$ cat config.mk
export PLATFORM = sky130hd
export DESIGN_NAME = dense_layer_ctrl
export DESIGN_NICKNAME = d
export VERILOG_FILES = /design/src/rtl/dense_layer_ctrl.sv
export SDC_FILE = /design/constraint.sdc
export NUM_CORES = 1
export LEC_CHECK = 0
export ABC_CLOCK_PERIOD_IN_PS = 1400
export BUFFER_PORTS_ARGS = -buffer_cell sky130_fd_sc_hd__buf_4
export CAP_MARGIN = 30
export CELL_PAD_IN_SITES_DETAIL_PLACEMENT = 2
export CELL_PAD_IN_SITES_GLOBAL_PLACEMENT = 2
export CORE_UTILIZATION = 31
export CTS_BUF_LIST = sky130_fd_sc_hd__clkbuf_8 sky130_fd_sc_hd__clkbuf_16
export DETAILED_ROUTE_END_ITERATION = 7
export PLACE_DENSITY = 0.74
export SLEW_MARGIN = 30
export SYNTH_ARGS = -nofsm -noshare
export SYNTH_HDL_FRONTEND = slang
export SYNTH_SLANG_ARGS = --single-unit
$ cat constraint.sdc
create_clock -name clk -period 1.4 [get_ports clk]
set_input_delay 0.28 -clock clk [delete_from_list [all_inputs] [get_ports clk]]
set_output_delay 0.28 -clock clk [all_outputs]
set_load 0.02 [all_outputs]
$ cat src/rtl/dense_layer_ctrl.sv
// dense_layer_ctrl: sequences one dense-layer pass (activation intake, weight-row addressing, aligned MAC enables); define DENSE_LAYER_CTRL_BIAS_EN to append a bias-row MAC.
module dense_layer_ctrl #(
    parameter int DATA_WIDTH  = 32,
    parameter int INPUT_NODES = 100,
    parameter int ADDR_WIDTH  = 8
) (
    input  logic                  clk,
    input  logic                  reset,
    input  logic                  start,
    input  logic                  in_valid,
    input  logic [DATA_WIDTH-1:0] in_data,
    output logic                  in_ready,
    output logic [ADDR_WIDTH-1:0] weight_addr,
    output logic                  acc_clear,
    output logic                  mac_en,
    output logic [DATA_WIDTH-1:0] mac_data,
    output logic                  busy,
    output logic                  done
);
    localparam logic [ADDR_WIDTH-1:0] LAST   = ADDR_WIDTH'(INPUT_NODES - 1);
    localparam logic [ADDR_WIDTH-1:0] NO_ROW = '1;
`ifdef DENSE_LAYER_CTRL_BIAS_EN
    localparam logic [ADDR_WIDTH-1:0] BIAS_ROW = ADDR_WIDTH'(INPUT_NODES);
    localparam logic [DATA_WIDTH-1:0] BIAS_ONE = DATA_WIDTH'(32'h3f800000);
    typedef enum logic [2:0] {IDLE, RUN, DRAIN, BIAS, DONE} state_t;
`else
    typedef enum logic [2:0] {IDLE, RUN, DRAIN, DONE} state_t;
`endif
    state_t                state, state_nxt;
    logic [ADDR_WIDTH-1:0] idx;
    logic                  drain_cnt;
    logic                  xfer;
    logic                  bias_issue;
    logic                  s1_valid;
    logic [DATA_WIDTH-1:0] s1_data;

    assign in_ready = state == RUN;
    assign busy     = state != IDLE;
    assign done     = state == DONE;
    assign xfer     = in_valid && in_ready;
`ifdef DENSE_LAYER_CTRL_BIAS_EN
    assign bias_issue = state == DRAIN && drain_cnt;
`else
    assign bias_issue = 1'b0;
`endif

    // state register
    always_ff @(posedge clk) begin
        if (reset)
            state <= IDLE;
        else
            state <= state_nxt;
    end

    // next-state: start only honoured in IDLE, last transfer enters a 2-cycle drain
    always_comb begin
        state_nxt = state;
        case (state)
            IDLE:    state_nxt = start ? RUN : IDLE;
            RUN:     state_nxt = (xfer && idx == LAST) ? DRAIN : RUN;
`ifdef DENSE_LAYER_CTRL_BIAS_EN
            DRAIN:   state_nxt = drain_cnt ? BIAS : DRAIN;
            BIAS:    state_nxt = DONE;
`else
            DRAIN:   state_nxt = drain_cnt ? DONE : DRAIN;
`endif
            DONE:    state_nxt = IDLE;
            default: state_nxt = IDLE;
        endcase
    end

    // index, weight address and the two-stage activation pipeline aligned to the 1-cycle weight read
    always_ff @(posedge clk) begin
        if (reset) begin
            idx         <= '0;
            drain_cnt   <= 1'b0;
            weight_addr <= NO_ROW;
            acc_clear   <= 1'b0;
            s1_valid    <= 1'b0;
            s1_data     <= '0;
            mac_en      <= 1'b0;
            mac_data    <= '0;
        end else begin
            acc_clear <= state == IDLE && start;
            drain_cnt <= state == DRAIN && !drain_cnt;
            if (state == IDLE && start)
                idx <= '0;
            else if (xfer && idx != LAST)
                idx <= idx + ADDR_WIDTH'(1);
`ifdef DENSE_LAYER_CTRL_BIAS_EN
            if (xfer)
                weight_addr <= idx;
            else if (bias_issue)
                weight_addr <= BIAS_ROW;
            else if (state != RUN)
                weight_addr <= NO_ROW;
            s1_valid <= xfer || bias_issue;
            if (xfer)
                s1_data <= in_data;
            else if (bias_issue)
                s1_data <= BIAS_ONE;
`else
            if (xfer)
                weight_addr <= idx;
            else if (state != RUN)
                weight_addr <= NO_ROW;
            s1_valid <= xfer || bias_issue;
            if (xfer)
                s1_data <= in_data;
`endif
            mac_en <= s1_valid;
            if (s1_valid)
                mac_data <= s1_data;
        end
    end
endmodule

# Word level (Yosys, flattened, before mapping)
# Index checks and enable logic that the tools add are counted.
dict set report classes {
  addsub 1
  multipliers 0
  div 0
  magnitude_cmp 0
  n_eq_ne 6
  shifts 0
  n_mux 6
  bitwise_logic 0
  n_reduce_logical 10
}
# op count
set op_table {}
lappend op_table {{two-way mux 8 bit} 2}
lappend op_table {{adder 8 x 1 -> 8 bit (second input constant)} 1}
lappend op_table {{== test 8 x 7 -> 1 bit (second input constant)} 1}
lappend op_table {{inequality test 8 x 7 -> 1 bit (second input constant)} 1}
lappend op_table {{== test 3 x 2 -> 1 bit (second input constant)} 2}
lappend op_table {{case mux 2 bit (3 select lines)} 1}
lappend op_table {{logical AND 1 bit} 5}
lappend op_table {{== test 3 x 1 -> 1 bit (second input constant)} 1}
lappend op_table {{logical NOT 3 bit} 1}
lappend op_table {{inequality test 3 x 1 -> 1 bit (second input constant)} 1}
lappend op_table {{nonzero test 3 bit} 1}
lappend op_table {{two-way mux 1 bit} 2}
lappend op_table {{two-way mux 2 bit} 1}
lappend op_table {{nonzero test 2 bit} 1}
lappend op_table {{OR reduction 2 bit} 1}
lappend op_table {{logical NOT 1 bit} 1}
dict set report totals {
  regBits 87
  latch_bits 0
  ramBits 0
  rom_bits 0
  inputBits 36
  output_inout_bits 45
  elab_cells 32
  n_memories 0
}

# Depth between registers and ports, before layout
dict set report logic_depth {
  word_depth 5
  ltp_mapped 6
  mapped_depth_nobuf 4
}

# Worst setup path before layout
# OpenSTA, ideal clock, no wires.
dict set report synth_timing {
  path_type {register to register}
  from {register state[0]}
  to {register idx[0]}
  t_arrival_ns 1.173
  required_time_ns 1.274
  setup_slack_ns 0.101
  stages_incl_launch_ff 6
  path_buffers 2
  synth_period_minus_slack_ns 1.299
  path_cell_list {dfxtp_1 -> buf_4 -> or3b_2 -> buf_2 -> nand3b_1 -> mux2i_1}
}
dict set report synth_via {
  elab_chain_cells 3
}
# item line
set synth_rtl {}
lappend synth_rtl {{from (decl)} 29} ;# state_t state, state_nxt;
lappend synth_rtl {{from (signal assigned)} 52} ;# state <= state_nxt;
lappend synth_rtl {{== test 3 x 1 -> 1 bit or logical NOT 3 bit (tied branches)} {37, 86}}
lappend synth_rtl {{logical AND 1 bit (on tied branches)} {40, 86}}
lappend synth_rtl {{logical AND 1 bit or OR reduction 2 bit (tied branches)} n/a}
lappend synth_rtl {{to (signal assigned)} 89} ;# idx <= idx + ADDR_WIDTH'(1);
lappend synth_rtl {{to (decl)} 30} ;# logic [ADDR_WIDTH-1:0] idx;
# Parallel ways exist; a longest one is shown, timed or not.
# A chain may end at the register's enable or synchronous reset.

# Worst setup path in the final report
dict set report layout_timing {
  from {register state[0]}
  to {output port busy}
}
dict set report layout_via {
  elab_chain_cells 1
}
# item line
set layout_rtl {}
lappend layout_rtl {{nonzero test 3 bit} 38} ;# assign busy = state != IDLE;
lappend layout_rtl {{to (decl)} 17} ;# output logic busy,
# No other way between the ends.

==> results_dict.tcl <==
set metrics [dict create \
    grt_start_max_net_pins 56 \
    ff2ff_path_depth 4 \
    route.met3.wl_microns 331 \
    result_of_the_run "finished, violations left" \
    final-hold-violation-count 0 \
    critical-path-max-stage-delay_ns 0.33 \
    synth.avg_cell_area_sq_um 9.29 \
    rsz0062_at_grt "true" \
    timing_max_transition_violations_final 0 \
    gp_congestion 0.780 \
    final_common_cell "sky130_fd_sc_hd__buf_4" \
    crit_arrival_ns 1.17 \
    violations "negative setup slack" \
    max_slew_margin 0.713 \
    finalPower_mw 4.90 \
    path_depth 3 \
    synth-seq-area-share 0.544 \
    floorplan.core_area_sq_um 9820 \
    dieHeight_microns 103 \
    cp.required_ns 1.12 \
    cp_top_family "flip-flops" \
    cp_max_fo 6 \
    iter_0_drt_violations 25 \
    top_layer_used "met4" \
    syn_inst 341 \
    placement.io_buffers 80 \
    drive_gt1_frac 0.314 \
    cts_hold_buffers 0 \
    placed_wire_length_estimate_microns 5870 \
    drc 0 \
    crit_path_cells "buf_6 -> or2_4 -> buf_6" \
    least_margin_pin_slew_ns 0.428 \
    dieWidth_microns 103 \
    fmax_ghz 0.691 \
    skew_ns 0.0155 \
    wl_per_cell_microns 15.4 \
    irDropWorstVdd_v 0.000464 \
    clock_tree.buffer_depth 2 \
    final.min_clock_period_ns 1.45 \
    worst_hold_path.num_cells 3 \
    worst_setup_path_start_kind "flop" \
    die_area_sq_um 10600 \
    timing.critical_path.slowest_stage_cell "sky130_fd_sc_hd__dfxtp_2" \
    setup.worst_path.end_class "output port" \
    fin_ws_ns -0.0480 \
    met2RoutedLength_microns 4280 \
    area_growth_pct 35.0 \
    tritoncts.num_buffers 9 \
    io-pin-count 81 \
    drtAntennaViolNets 0 \
    antenna_found_initial 0 \
    fp-row-count 36 \
    nNetsFinal 465 \
    netlist-cell-type-count 33 \
    met1Wirelength_microns 3980 \
    num_antenna_cells 0 \
    finalCritPeriodShare 1.03 \
    initial_utilization 0.323 \
    viasPerCell 4.77 \
    layout.filler_cells 1122 \
    static-leakage-power_nw 1.70 \
    synth_area_sq_um 3170 \
    worst_setup_hold_path_clk_slew_ns 0.10 \
    post-synth-top-area-cell "sky130_fd_sc_hd__dfxtp_1" \
    grt_pass1_wl_microns 13500 \
    synth_area_leaders "sky130_fd_sc_hd__dfxtp_1 (54%), sky130_fd_sc_hd__mux2i_1 (13%), sky130_fd_sc_hd__nand2_1 (9.0%), sky130_fd_sc_hd__a21oi_1 (6.2%), sky130_fd_sc_hd__nor2_1 (4.3%)" \
    timing.critical_path.buf_inv 2 \
    finalInstanceArea_sq_um 4280 \
    critical-path-top-cell-by-count "sky130_fd_sc_hd__buf_6" \
    cts-root-buf "sky130_fd_sc_hd__clkbuf_8" \
    holdCritPathClass "primary input to flop" \
    layout_common_cells "sky130_fd_sc_hd__buf_4 (90), sky130_fd_sc_hd__dfxtp_1 (79), sky130_fd_sc_hd__nand2_1 (76), sky130_fd_sc_hd__mux2i_1 (42), sky130_fd_sc_hd__a21oi_1 (37)" \
    cap_viol_max_count 0 \
    ys.warnings.count 0 \
    synth_top_area_frac 0.544 \
    ys_ff_latch 86 \
    setup_viol 2 \
    detailroute.via_count 2701 \
    power_density_nw_per_um2 1150 \
    htreeDepth 3 \
    clock_sinks 86 \
    grt_use_total 0.168 \
    syn_nets 378 \
    insertion_delay_to_the_later_sink_of_the_worst_skew_pair_ns 0.36 \
    cts_tree "built" \
    wl_microns 8690 \
    drt_pass1_iterations 4 \
    postPlaceCellArea_sq_um 3980 \
    grt_pass1_vias 2672 \
    gr-total-overflow 0 \
    timing_worst_setup_path_type "flop to output port" \
]
-- synthesized netlist by cell type --
library cell	number
sky130_fd_sc_hd__dfxtp_1	86
sky130_fd_sc_hd__nand2_1	76
sky130_fd_sc_hd__mux2i_1	42
sky130_fd_sc_hd__a21oi_1	39
sky130_fd_sc_hd__nor2_1	36
sky130_fd_sc_hd__buf_2	14
sky130_fd_sc_hd__clkbuf_1	7
sky130_fd_sc_hd__nand3_1	5
sky130_fd_sc_hd__inv_1	3
sky130_fd_sc_hd__o31ai_1	3
sky130_fd_sc_hd__or4_1	3
sky130_fd_sc_hd__buf_6	2
sky130_fd_sc_hd__nand3b_1	2
sky130_fd_sc_hd__nand4_1	2
sky130_fd_sc_hd__o21ai_0	2
sky130_fd_sc_hd__or3_1	2
sky130_fd_sc_hd__a211o_1	1
sky130_fd_sc_hd__a32o_1	1
sky130_fd_sc_hd__a32oi_1	1
sky130_fd_sc_hd__and2_1	1
sky130_fd_sc_hd__and3b_1	1
sky130_fd_sc_hd__and4b_1	1
sky130_fd_sc_hd__buf_4	1
sky130_fd_sc_hd__ha_1	1
sky130_fd_sc_hd__mux2_2	1
sky130_fd_sc_hd__nand2_4	1
sky130_fd_sc_hd__nand2b_4	1
sky130_fd_sc_hd__nand4b_2	1
sky130_fd_sc_hd__nor2b_1	1
sky130_fd_sc_hd__nor3_1	1
sky130_fd_sc_hd__nor4b_1	1
sky130_fd_sc_hd__or2_2	1
sky130_fd_sc_hd__or3b_2	1
-- per-stage QoR --
step	utilization	instances	TNS, ns	setup slack [ns]	hold slack [ns]
after detailed placement	0.405	546	0	0.0124	0.412
after global routing	0.436	566	-0.339	-0.0973	0.150
after CTS	0.431	564	-0.152	-0.0725	0.146
final	0.436	566	-0.0776	-0.0480	0.159
after global placement	0.405	546	0	0.0912	0.407
after floorplan	-	341	0	0.101	0.395
-- cell families (layout without fill, tap and decap cells) --
| group | count (synthesis) | in the layout | synth area share |
|---|---|---|---|
| and+or+nand+nor | 137 | 137 | 0.192 |
| DFF | 86 | 86 | 0.544 |
| AOI/OAI and AO/OA | 47 | 47 | 0.0806 |
| muxes | 43 | 43 | 0.136 |
| buffers and inverters | 27 | 119 | 0.0435 |
| adders and majority gates | 1 | 1 | 0.00395 |
-- final cells by class --
cell class	instances	area, sq um	area share
tap	133	166	0.0389
timing repair buffer	100	823	0.193
sequential	86	1730	0.405
inverter	3	11.3	0.00263
multi-input combinational	228	1340	0.313
clock inverter	6	68.8	0.0161
clock buffer	10	138	0.0322
-- per-layer routing --
layer / global-route usage / vias up
li1: - / 1309
met1: 0.212 / 1332
met2: 0.281 / 53
met3: 0.0400 / 7
met4: 0.0596 / 0
met5: 0 / -
-- power breakdown --
group	switching (mW)	internal [mW]
sequential	0.0416	2.52
combinational	0.276	0.253
clock	0.925	0.884
-- registers in the layout, summed over array words and instances (netlist names) --
register     flops
drain_cnt        1
state            2
idx              8
mac_en           1
s1_data         32
mac_data        32
acc_clear        1
weight_addr      8
s1_valid         1
-- worst paths after layout --
kind	start	endpoint	slack [ns]
worst min register to register	drain_cnt$_SDFF_PP0_	drain_cnt$_SDFF_PP0_	0.42
worst min-delay path	in_data[16]	s1_data[16]$_SDFFE_PP0N_	0.16
worst max register to register	state[1]$_SDFF_PP0_	idx[7]$_SDFFE_PP0P_	-0.03
worst max-delay path	state[0]$_SDFF_PP0_	busy	-0.05
-- worst register-to-register path: stages, from the launching register on --
cell                       delay, ns
sky130_fd_sc_hd__dfxtp_2        0.33
sky130_fd_sc_hd__buf_6          0.13
sky130_fd_sc_hd__nand2b_4       0.15
sky130_fd_sc_hd__or4_1          0.57
sky130_fd_sc_hd__a21oi_2        0.18
-- timing repair --
| action | in CTS | in global routing |
|---|---|---|
| pin swaps | 1 | 2 |
| setup endpoints to repair | 6 | 34 |
| resized for setup | 12 | 9 |
| setup buffers | 2 | 3 |
Power figures use the tool's default switching activity.
